**src/rtl/program_loader.sv**
```systemverilog
// program_loader: byte-stream loader that fills program memory and gates CPU reset.
//   clk        rising-edge clock
//   rst        asynchronous active-low reset
//   load_start one-cycle pulse that begins or restarts a frame load
//   in_valid   stream byte valid
//   in_data    stream byte: length header, then payload, then checksum
//   in_ready   loader accepts a byte this cycle (HDR, DATA, CSUM)
//   pm_wr_en   program-memory write strobe, one cycle after each payload accept
//   pm_addr    program-memory write address, counting up from 0
//   pm_data    program-memory write data
//   cpu_hold   1 keeps the CPU in reset (everywhere except DONE)
//   busy       a frame load is in progress
//   done       the last frame loaded with a good checksum
//   err_code   00 none, 01 bad length, 10 checksum mismatch
module program_loader #(
    parameter int DATA_WIDTH = 8,
    parameter int ADD_WIDTH  = 7,
    parameter int DEPTH      = 128
) (
    input  logic                  clk,
    input  logic                  rst,
    input  logic                  load_start,
    input  logic                  in_valid,
    input  logic [DATA_WIDTH-1:0] in_data,
    output logic                  in_ready,
    output logic                  pm_wr_en,
    output logic [ADD_WIDTH-1:0]  pm_addr,
    output logic [DATA_WIDTH-1:0] pm_data,
    output logic                  cpu_hold,
    output logic                  busy,
    output logic                  done,
    output logic [1:0]            err_code
);
    localparam int CW = $clog2(DEPTH + 1);

    typedef enum logic [2:0] {IDLE, HDR, DATA, CSUM, DONE, ERR} state_t;

    state_t                state, nxt;
    logic [CW-1:0]         len, cnt;
    logic [ADD_WIDTH-1:0]  addr;
    logic [DATA_WIDTH-1:0] sum;
    logic                  acc, wr, bad_len;

    // load_start wins over a simultaneous byte, which is then discarded
    assign acc     = in_valid & in_ready & ~load_start;
    assign wr      = acc & (state == DATA);
    assign bad_len = (in_data == '0) || (32'(in_data) > DEPTH);

    always_comb begin
        nxt = state;
        if (load_start) nxt = HDR;
        else if (acc) begin
            case (state)
                HDR:     nxt = bad_len ? ERR : DATA;
                DATA:    nxt = (cnt == len - CW'(1)) ? CSUM : DATA;
                CSUM:    nxt = (in_data == sum) ? DONE : ERR;
                default: nxt = state;
            endcase
        end
    end

    // Moore outputs are registered from the next state so they change with it
    always_ff @(posedge clk or negedge rst) begin
        if (!rst) begin
            state    <= IDLE;
            len      <= '0;
            cnt      <= '0;
            addr     <= '0;
            sum      <= '0;
            pm_wr_en <= 1'b0;
            pm_addr  <= '0;
            pm_data  <= '0;
            in_ready <= 1'b0;
            cpu_hold <= 1'b1;
            busy     <= 1'b0;
            done     <= 1'b0;
            err_code <= 2'b00;
        end else begin
            state    <= nxt;
            in_ready <= nxt inside {HDR, DATA, CSUM};
            busy     <= nxt inside {HDR, DATA, CSUM};
            cpu_hold <= nxt != DONE;
            done     <= nxt == DONE;
            pm_wr_en <= wr;
            if (wr) begin
                pm_addr <= addr;
                pm_data <= in_data;
                addr    <= addr + ADD_WIDTH'(1);
                sum     <= sum + in_data;
                cnt     <= cnt + CW'(1);
            end
            if (load_start) begin
                cnt      <= '0;
                addr     <= '0;
                sum      <= '0;
                err_code <= 2'b00;
            end else if (acc && state == HDR) begin
                if (bad_len) err_code <= 2'b01;
                else len <= CW'(in_data);
            end else if (acc && state == CSUM && in_data != sum) begin
                err_code <= 2'b10;
            end
        end
    end
endmodule

```
**config.mk**
```make
export PLATFORM = sky130hd
export DESIGN_NAME = program_loader
export DESIGN_NICKNAME = d
export VERILOG_FILES = /design/src/rtl/program_loader.sv
export SDC_FILE = /design/constraint.sdc
export NUM_CORES = 1
export LEC_CHECK = 0
export CORE_MARGIN = 2
export CORE_UTILIZATION = 27
export CTS_BUF_LIST = sky130_fd_sc_hd__clkbuf_4
export DETAILED_ROUTE_END_ITERATION = 16
export GPL_TIMING_DRIVEN = 0
export PLACE_DENSITY = 0.49
export SKIP_LAST_GASP = 1
export SYNTH_ARGS = -nofsm -noshare
export SYNTH_HDL_FRONTEND = slang
export SYNTH_SLANG_ARGS = --single-unit
```
**constraint.sdc**
```tcl
create_clock -name clk -period 2.71 [get_ports clk]
set_input_delay 0.542 -clock clk [delete_from_list [all_inputs] [get_ports clk]]
set_output_delay 0.542 -clock clk [all_outputs]
set_load 0.01 [all_outputs]
```
==> results of run 1 <==
==> routing by layer <==
| metal | up-vias | track usage | wire, um |
|---|---|---|---|
| met5 | - | 0 | 0 |
| met4 | 0 | 0.0311 | 46 |
| met3 | 4 | 0.0223 | 184 |
| met2 | 24 | 0.211 | 3310 |
| met1 | 1088 | 0.184 | 3560 |
| li1 | 1136 | - | - |
==> critical path, stage by stage <==
cell and delay, ns:
clkdlybuf4s50_1 0.66, ha_1 0.31, a21oi_1 0.25, o2111ai_1 0.20, and3_1 0.22, or4_1 0.46, a21oi_1 0.15
==> logic make-up after synthesis <==
kind of cell             count (synthesis)
XOR/XNOR                                28
AND/OR/NAND/NOR                        150
AO/OA/AOI/OAI                           37
buffers and inverters                   20
multiplexers                             6
adder cells (fa/ha/maj)                 11
flip-flops                              55
==> layout by cell type, fill, tap and decap left out, drive strengths merged, types with 3 or more instances in the layout <==
cell type and n:
nand2 73, nand4 4, and3 3, xor2 10, nor3 10, buf 7, and2 3, nor2 20
nor4 7, nand3 11, clkdlybuf4s50 30, nand2b 3, a21oi 13, mux2 6, inv 9, clkbuf 13
dfrtp 54, nand3b 3, o21ai 8, xnor2 18, ha 10
==> through the flow <==
step	std cells	hold slack, ns	TNS [ns]	area [um2]	setup WS [ns]
3_3_place_gp	478	0.468	-42.31	3420	-0.776
2_1_floorplan	307	0.246	0	2930	0.689
5_1_grt	487	0.239	0	3510	0.0232
4_1_cts	487	0.209	0	3510	0.255
3_5_place_dp	479	0.462	-0.941	3430	-0.166
6_report	487	0.189	0	3510	0.218
==> flip-flops by register name, summed over array words and instances (netlist names) <==
| signal | cells |
|---|---|
| busy | 1 |
| done | 1 |
| state | 3 |
| pm_wr_en | 1 |
| err_code | 2 |
| cnt | 8 |
| addr | 7 |
| sum | 8 |
| cpu_hold | 1 |
| pm_data | 8 |
| len | 8 |
| pm_addr | 7 |
==> how the worst min path moves through the flow <==
stage / start / endpoint / slack (ns) / cells past startpoint
final: rst / sum[6] / 0.19 / 1
after global routing: rst / pm_data[3] / 0.24 / 1
after CTS: rst / sum[6] / 0.21 / 1
after detailed placement: pm_addr[1] / pm_addr[1] / 0.46 / 2
after global placement: pm_addr[0] / pm_addr[0] / 0.47 / 2
after floorplan: rst / addr[0] / 0.25 / 0
==> power by group through the flow <==
| stage | Combinational, mW | Clock [mW] | Sequential, mW |
|---|---|---|---|
| 3_3_place_gp | 0.548 | 0 | 1.05 |
| 6_report | 0.563 | 0.469 | 1.03 |
| 2_1_floorplan | 0.380 | 0 | 1.03 |
| 5_1_grt | 0.619 | 0.524 | 1.05 |
| 4_1_cts | 0.567 | 0.497 | 1.03 |
| 3_5_place_dp | 0.565 | 0 | 1.05 |
==> cell type report <==
class	instances	area, um2	share of cell area
Sequential cell	55	1380	0.392
Multi-Input combinational cell	232	1460	0.416
Inverter	9	33.8	0.00962
Clock buffer	7	52.6	0.0150
Tap cell	140	175	0.0499
Buffer	11	56.3	0.0160
Clock inverter	1	30.0	0.00855
Timing Repair Buffer	32	325	0.0926
==> impl_metrics.csv, run 1 <==
group,metric,value,unit
clocking,cts_setup_buffers,0,
critical_path,crit_end,"sum[7]",
final_layout,n_antenna_cell,0,
synth,synth_top_area_frac,0.461,
pwr,p_sw,0.635,mW
critical_path,endpoint_kind,"flop",
drt,drt-initial-drc-count,66,
floorplanning,pin_count,34,
clocking,ctsRootBufferMaster,"clkbuf_4",
synth,synth_ff_type,"dfrtp_1",
synth,synth_edf_count,0,
clocking,clock_latency,0.37,ns
clocking,clk_pin_slew,0.16,ns
global_routing,grt_pass1_vias,2304,
floorplanning,core,10700,um2
sta,fmax,401,MHz
synth,yosys.area.top_type,"dfrtp_1",
synth,synth_area,2930,um2
critical_path,rrSetupSlack,0.51,ns
pwr,clock_power_share,0.227,
drt,antenna_left,0,
placed_design,io_buffer_count,31,
synth,synth_mux_area_frac,0.0295,
critical_path,cp.arrival,2.80,ns
pwr,vdd_drop_max,0.247,mV
synth,synth_top_family_by_area,"simple AND/OR/NAND/NOR gates",
clocking,cts.path.max_buffers,2,
pwr,p_seq_frac,0.500,
global_routing,grt_max_degree,30,
final_layout,fill_cells,1109,
drt,routedWlPerCell,14.6,um
job,drv_cap,0,
critical_path,cp-startpoint,"in_data[1]",
sta,period_needed,2.49,ns
critical_path,r2r_start,"state[0]",
global_routing,grt_pass1_wl,12000,um
clocking,numClockSinks,55,
clocking,cts_resized,0,
critical_path,required,3.01,ns
floorplanning,die_height,108,um
synth,synthAdderAreaFrac,0.0495,
placed_design,place.gp.congestion,0.815,
global_routing,grt_usage,0.131,
pwr,finalPower,2.06,mW
synth,yosysMostFrequentCell,"nand2_1",
sta,tightest_slew,0.708,ns
clocking,ctsHoldBuffers,0,
sta,fin_crit_sh,0.920,
synth,synth_cell_types,56,
sta,setup_viol,0,
drt,drc,0,
clocking,cts_tree,"yes",
critical_path,critPathKind,"input port to flop",
critical_path,startpoint_type,"input port",
synth,yosys.area_share.simple,0.257,
synth,synth-xor-area-share,0.0837,
pwr,switching_share,0.307,
synth,mappedNetlistNets,330,
sta,finalHoldViolCount,0,
drt,drt_wl_total,7110,um
synth,synth_compound_area_frac,0.0798,
clocking,htreeDepth,2,
clocking,cts_buffers,5,
sta,clock_skew,0.0171,ns
synth,ys_warn_count,0,
pwr,powerDensity,588,nW/um2
floorplanning,start_util,0.274,
pwr,p_int,1.43,mW
floorplanning,rows,38,
final_layout,drive_gt1_frac,0.0922,
status,status,"complete, no violations",
critical_path,r2r-end,"state[0]",
drt,routed_via_density,4.62,
global_routing,overflow,0,
sta,slew_headroom,0.528,
pwr,combPwrFrac,0.273,
placed_design,dpl.hpwl,5250,um
synth,synth_area_per_cell,9.54,um2
synth,synth-seq-cells,55,
floorplanning,die_width,108,um
floorplanning,die_area,11700,um2
pwr,leakage,1.54,nW
synth,seq_area_frac_synth,0.470,
min_path,hold_path.class,"input port to asynchronous set/reset pin",
critical_path,path_max_fanout,6,
critical_path,r2r_cells,5,
drt,firstDrtPassIters,4,
sta,rsz0062_at_grt,"no",
synth,synth.area.top_cells,"dfrtp_1, nand2_1, xnor2_1, ha_1, xor2_1",
final_layout,utilization,0.328,
synth,synthCells,307,
synth,ys_async_sr_fraction,1.00,
global_routing,antenna_found_initial,0,
drt,vias,2252,
synth,synth_common_cells,"nand2_1, dfrtp_1, nor2_1, xnor2_1, a21oi_1",
sta,maxSlewViolCount,0,
final_layout,nets,369,
final_layout,synthToLayoutAreaGrowth,19.9,%
Power figures use the tool's default switching activity.
==> run 2, diff against run 1 <==
--- a/config.mk
+++ b/config.mk
@@ -6,11 +6,11 @@
 export NUM_CORES = 1
 export LEC_CHECK = 0
 export CORE_MARGIN = 2
-export CORE_UTILIZATION = 27
+export CORE_UTILIZATION = 35
 export CTS_BUF_LIST = sky130_fd_sc_hd__clkbuf_4
 export DETAILED_ROUTE_END_ITERATION = 16
 export GPL_TIMING_DRIVEN = 0
-export PLACE_DENSITY = 0.49
+export PLACE_DENSITY = 0.59
 export SKIP_LAST_GASP = 1
 export SYNTH_ARGS = -nofsm -noshare
 export SYNTH_HDL_FRONTEND = slang
==> constraint.sdc (replaced) <==
create_clock -name clk -period 2.5 [get_ports clk]
set_input_delay 0.5 -clock clk [delete_from_list [all_inputs] [get_ports clk]]
set_output_delay 0.5 -clock clk [all_outputs]
set_load 0.01 [all_outputs]
==> run 2 against run 1 <==
- total power grew 3.6%
- combinational power grew 6.6%
- largest cell class unchanged
- clock power shrank 8.5%
- register-to-register slack lost 0.13 ns
- critical endpoint is now len[6]
- sequential power grew 8%
==> impl_metrics.csv, run 2 (synthesized netlist as in run 1, its figures left out) <==
group,metric,value,unit
critical_path,crit_end,"len[6]",
drt,antenna_left,0,
min_path,hold_path.class,"input port to flop",
placed_design,dpl.hpwl,4670,um
sta,setup_viol,0,
critical_path,endpoint_kind,"flop",
critical_path,r2r_cells,6,
sta,finalHoldViolCount,0,
placed_design,place.gp.congestion,0.849,
final_layout,multiInputGateArea,1460,um2
pwr,leakage,1.54,nW
job,drv_cap,0,
floorplanning,die_width,95.5,um
placed_design,dpl-instance-area,3390,um2
critical_path,required,2.79,ns
floorplanning,die_area,9120,um2
floorplanning,rows,33,
placed_design,place_inst,444,
final_layout,synthToLayoutAreaGrowth,18.1,%
clocking,cts.path.max_buffers,2,
final_layout,nets,370,
critical_path,cp.arrival,2.66,ns
sta,rsz0062_at_grt,"no",
critical_path,path_max_fanout,10,
critical_path,rrSetupSlack,0.38,ns
floorplanning,die_height,95.5,um
clocking,htreeDepth,2,
clocking,cts_buffers,5,
pwr,p_int,1.43,mW
critical_path,startpoint_type,"input port",
critical_path,r2r-end,"sum[7]",
placed_design,io_buffer_count,31,
global_routing,grt_max_degree,39,
critical_path,worstPathCellList,"clkdlybuf4s50_1 -> nor4_1 -> a21boi_1 -> nor4_2 -> buf_6 -> mux2_4",
sta,period_needed,2.37,ns
sta,maxSlewViolCount,0,
final_layout,instances_no_fill,453,
sta,hold_ws,0.478,ns
floorplanning,pin_count,34,
drt,vias,2243,
floorplanning,start_util,0.358,
min_path,hold_depth,3,
pwr,vdd_drop_max,0.207,mV
critical_path,cpPeakStageDelay,0.57,ns
final_layout,fill_cells,838,
clocking,ctsRootBufferMaster,"clkbuf_4",
drt,drc,0,
global_routing,grt_pass1_vias,2167,
final_layout,drive_gt1_frac,0.0920,
final_layout,n_antenna_cell,0,
status,status,"complete, no violations",
pwr,combPwrFrac,0.281,
sta,slew_headroom,0.642,
critical_path,cp_slowest_cell,"clkdlybuf4s50_1",
clocking,cts_tree,"yes",
pwr,p_seq_frac,0.519,
sta,clock_skew,0.0145,ns
critical_path,cp-startpoint,"in_data[3]",
critical_path,r2r_start,"sum[1]",
drt,drt-initial-drc-count,117,
clocking,clk_pin_slew,0.18,ns
final_layout,final_common_cell,"nand2_1",
pwr,p_sw,0.705,mW
pwr,clock_power_share,0.200,
final_layout,stdcell_area,3460,um2
clocking,numClockSinks,55,
final_layout,utilization,0.423,
clocking,cts_setup_buffers,0,
critical_path,critPathKind,"input port to flop",
pwr,powerDensity,618,nW/um2
clocking,clock_latency,0.39,ns
global_routing,grt_pass1_wl,10700,um
sta,fin_crit_sh,0.948,
floorplanning,core,8180,um2
pwr,switching_share,0.330,
global_routing,overflow,0,
final_layout,register_area,1380,um2
sta,tightest_slew,0.532,ns
global_routing,antenna_found_initial,0,
drt,routedWlPerCell,14.2,um
drt,firstDrtPassIters,4,
sta,fmax,422,MHz
global_routing,grt_usage,0.154,
drt,routed_via_density,4.95,
final_layout,most-common-layout-cells,"nand2_1, dfrtp_1, clkdlybuf4s50_1",
drt,drt_wl_total,6410,um
==> run 2: critical path, delay by kind of cell <==
kind                   cells  cell delay, ns
muxes                      1            0.30
buffers and inverters      2            0.80
and+or+nand+nor            2            0.89
AOI/OAI and AO/OA          1            0.15
==> run 2: routing by layer <==
metal  vias to the layer above  GRT usage  wire length (um)
met5                         -          0                 0
met4                         0     0.0464                86
met3                         8     0.0245               166
met2                        33      0.252              3070
met1                      1070      0.210              3090
li1                       1132          -                 -
==> run 2: repair_timing <==
action,in CTS,in global routing
endpoints found under the setup margin,0,1
gates resized for setup,0,1
hold buffers,0,1
hold endpoints to repair,0,1
==> run 2: layout make-up <==
class	instances	share of cell area
Tap cell	105	0.0379
Buffer	11	0.0163
Sequential cell	55	0.398
Multi-Input combinational cell	232	0.422
Clock buffer	5	0.0108
Timing Repair Buffer	33	0.0976
Clock inverter	3	0.00723
Inverter	9	0.00976
==> run 2: worst min-delay path by stage <==
| stage | endpoint | from | slack, ns |
|---|---|---|---|
| after floorplan | addr[0] | rst | 0.20 |
| after global placement | pm_data[2] | pm_data[2] | 0.46 |
| after detailed placement | pm_addr[1] | pm_addr[1] | 0.46 |
| after CTS | pm_addr[4] | rst | 0.01 |
| after global routing | pm_data[1] | in_data[1] | 0.46 |
| final | pm_data[1] | in_data[1] | 0.48 |
==> run 2: power groups by stage <==
stage          logic, mW  registers [mW]  clock network, mW
2_1_floorplan      0.412            1.11                  0
3_3_place_gp       0.588            1.12                  0
3_5_place_dp       0.604            1.13                  0
4_1_cts            0.606            1.11              0.451
5_1_grt            0.670            1.13              0.489
6_report           0.600            1.11              0.429
==> run 2: stage by stage <==
| step | setup TNS, ns | setup WS [ns] | power [mW] |
|---|---|---|---|
| detailed placement | -3.59 | -0.328 | 1.73 |
| floorplan | 0 | 0.521 | 1.52 |
| global route | 0 | 0.0351 | 2.29 |
| finish | 0 | 0.130 | 2.14 |
| CTS | 0 | 0.0821 | 2.17 |
| global placement | -50.24 | -0.866 | 1.71 |
==> run 3, diff against run 2 <==
--- a/config.mk
+++ b/config.mk
@@ -11,6 +11,7 @@
 export DETAILED_ROUTE_END_ITERATION = 16
 export GPL_TIMING_DRIVEN = 0
 export PLACE_DENSITY = 0.59
+export REMOVE_ABC_BUFFERS = 1
 export SKIP_LAST_GASP = 1
 export SYNTH_ARGS = -nofsm -noshare
 export SYNTH_HDL_FRONTEND = slang
==> run 3 against run 2 <==
- sequential share of layout area fell by 0.14 points
- core utilization grew 0.15 points
- die area is the same
- sequential cell count stayed put
- fmax increased by 0.29%
- global-route usage is 0.31 points lower
- combinational power hardly changed
- count of clock-buffer cells in the layout stayed put
- largest power group unchanged
==> impl_metrics.csv, run 3 (synthesized netlist as in run 1, its figures left out) <==
group,metric,value,unit
pwr,combPwrFrac,0.269,
sta,fin_crit_sh,0.945,
global_routing,grt_usage,0.151,
pwr,finalPower,2.23,mW
final_layout,synthToLayoutAreaGrowth,18.6,%
global_routing,grt_max_degree,40,
job,drv_cap,0,
critical_path,r2r_start,"state[0]",
drt,drc,0,
critical_path,cp_slowest_cell,"clkdlybuf4s50_1",
sta,clock_skew,0.0127,ns
floorplanning,pin_count,34,
final_layout,utilization,0.425,
critical_path,cp.arrival,2.70,ns
drt,top_layer_used,"met4",
clocking,ctsRootBufferMaster,"clkbuf_4",
global_routing,antenna_found_initial,0,
sta,maxSlewViolCount,0,
status,status,"complete, no violations",
sta,hold_ws,0.498,ns
pwr,p_seq_frac,0.500,
critical_path,critPathKind,"input port to flop",
final_layout,drive_gt1_frac,0.0909,
drt,firstDrtPassIters,4,
final_layout,most-common-layout-cells,"nand2_1, dfrtp_1, clkdlybuf4s50_1",
clocking,clk_pin_slew,0.17,ns
sta,finalHoldViolCount,0,
critical_path,r2r-end,"state[0]",
global_routing,overflow,0,
final_layout,multiInputGateArea,1480,um2
final_layout,n_antenna_cell,0,
floorplanning,die_width,95.5,um
placed_design,dpl.hpwl,4440,um
pwr,vdd_drop_max,0.233,mV
drt,routed_via_density,4.91,
pwr,leakage,1.53,nW
final_layout,nets,363,
sta,fmax,423,MHz
drt,route.met2.wl,2830,um
critical_path,path_max_fanout,19,
critical_path,required,2.84,ns
pwr,p_int,1.53,mW
floorplanning,die_height,95.5,um
floorplanning,rows,33,
critical_path,r2r_cells,5,
drt,met1_length,3150,um
clocking,cts_tree,"yes",
final_layout,fill_cells,814,
clocking,cts_buffers,5,
final_layout,register_area,1380,um2
critical_path,rrSetupSlack,0.22,ns
pwr,p_sw,0.699,mW
clocking,cts.path.max_buffers,2,
sta,tightest_slew,0.783,ns
placed_design,place.gp.congestion,0.848,
drt,wl_met3,235,um
drt,routedWlPerCell,14.1,um
global_routing,grt_pass1_wl,10600,um
sta,period_needed,2.36,ns
min_path,min_to,"pm_data[7]",
sta,slew_headroom,0.478,
critical_path,worstPathCellList,"clkdlybuf4s50_1 -> nand3b_4 -> nor2_4 -> nand2_2 -> nor4_1 -> a41o_1",
min_path,hold_path.class,"flop to flop",
critical_path,startpoint_type,"input port",
clocking,htreeDepth,2,
critical_path,endpoint_kind,"flop",
final_layout,final_common_cell,"nand2_1",
clocking,clock_latency,0.39,ns
drt,drt_wl_total,6290,um
global_routing,grt_pass1_vias,2131,
min_path,hold_start,"pm_data[7]",
sta,setup_viol,0,
pwr,powerDensity,641,nW/um2
clocking,numClockSinks,55,
critical_path,cpPeakStageDelay,0.54,ns
drt,vias,2191,
floorplanning,die_area,9120,um2
floorplanning,start_util,0.358,
drt,drt-initial-drc-count,65,
pwr,switching_share,0.314,
floorplanning,core,8180,um2
placed_design,io_buffer_count,33,
pwr,clock_power_share,0.232,
drt,antenna_left,0,
min_path,hold_depth,2,
sta,rsz0062_at_grt,"yes",
## run 3: final cells by class
type                            instances  area share
Tap cell                              105      0.0378
Clock buffer                            5      0.0108
Inverter                                9      0.0108
Sequential cell                        55       0.396
Clock inverter                          3      0.0133
Timing Repair Buffer                   37       0.106
Multi-Input combinational cell        232       0.425
## run 3: worst max-delay path: cells and delay by family
family                 cells  cell delay, ns
AO/OA/AOI/OAI              1            0.21
buffers and inverters      1            0.54
AND/OR/NAND/NOR            4            1.44
## run 3: layer usage
metal / up-vias / global-route usage
met2: 38 / 0.235
li1: 1112 / -
met3: 6 / 0.0269
met1: 1035 / 0.216
met5: - / 0
met4: 0 / 0.0393
## run 3: what timing repair did
action | CTS | global route
resized for setup | 3 | 4
hold buffers | 0 | 1
endpoints found under the setup margin | 28 | 19
buffers inserted | 0 | 2
pin swaps | 1 | 1
endpoints found under the hold margin | 0 | 1
## run 3: per-stage QoR
stage	cell area (um2)	TNS, ns	setup slack [ns]	std cells
6_report	3470	0	0.137	446
5_1_grt	3470	-0.0207	-0.0207	446
4_1_cts	3450	-0.0101	-0.0101	443
3_5_place_dp	3350	-24.63	-1.17	435
3_3_place_gp	3340	-67.41	-1.14	434
2_1_floorplan	2870	0	0.131	296
## run 3: worst max path at each step
stage / startpoint / endpoint / slack, ns / cells past startpoint
floorplan: in_data[3] / done / 0.13 / 5
global placement: load_start / done / -1.14 / 6
detailed placement: load_start / done / -1.17 / 6
CTS: load_start / done / -0.01 / 6
global route: in_valid / state[0] / -0.02 / 6
finish: in_valid / state[0] / 0.14 / 6
## run 3: power groups by stage
stage               Clock [mW]  Sequential, mW  Combinational, mW
floorplan                    0            1.12              0.394
detailed placement           0            1.13              0.596
CTS                      0.531            1.11              0.601
global route             0.564            1.14              0.673
finish                   0.516            1.11              0.598
global placement             0            1.13              0.579
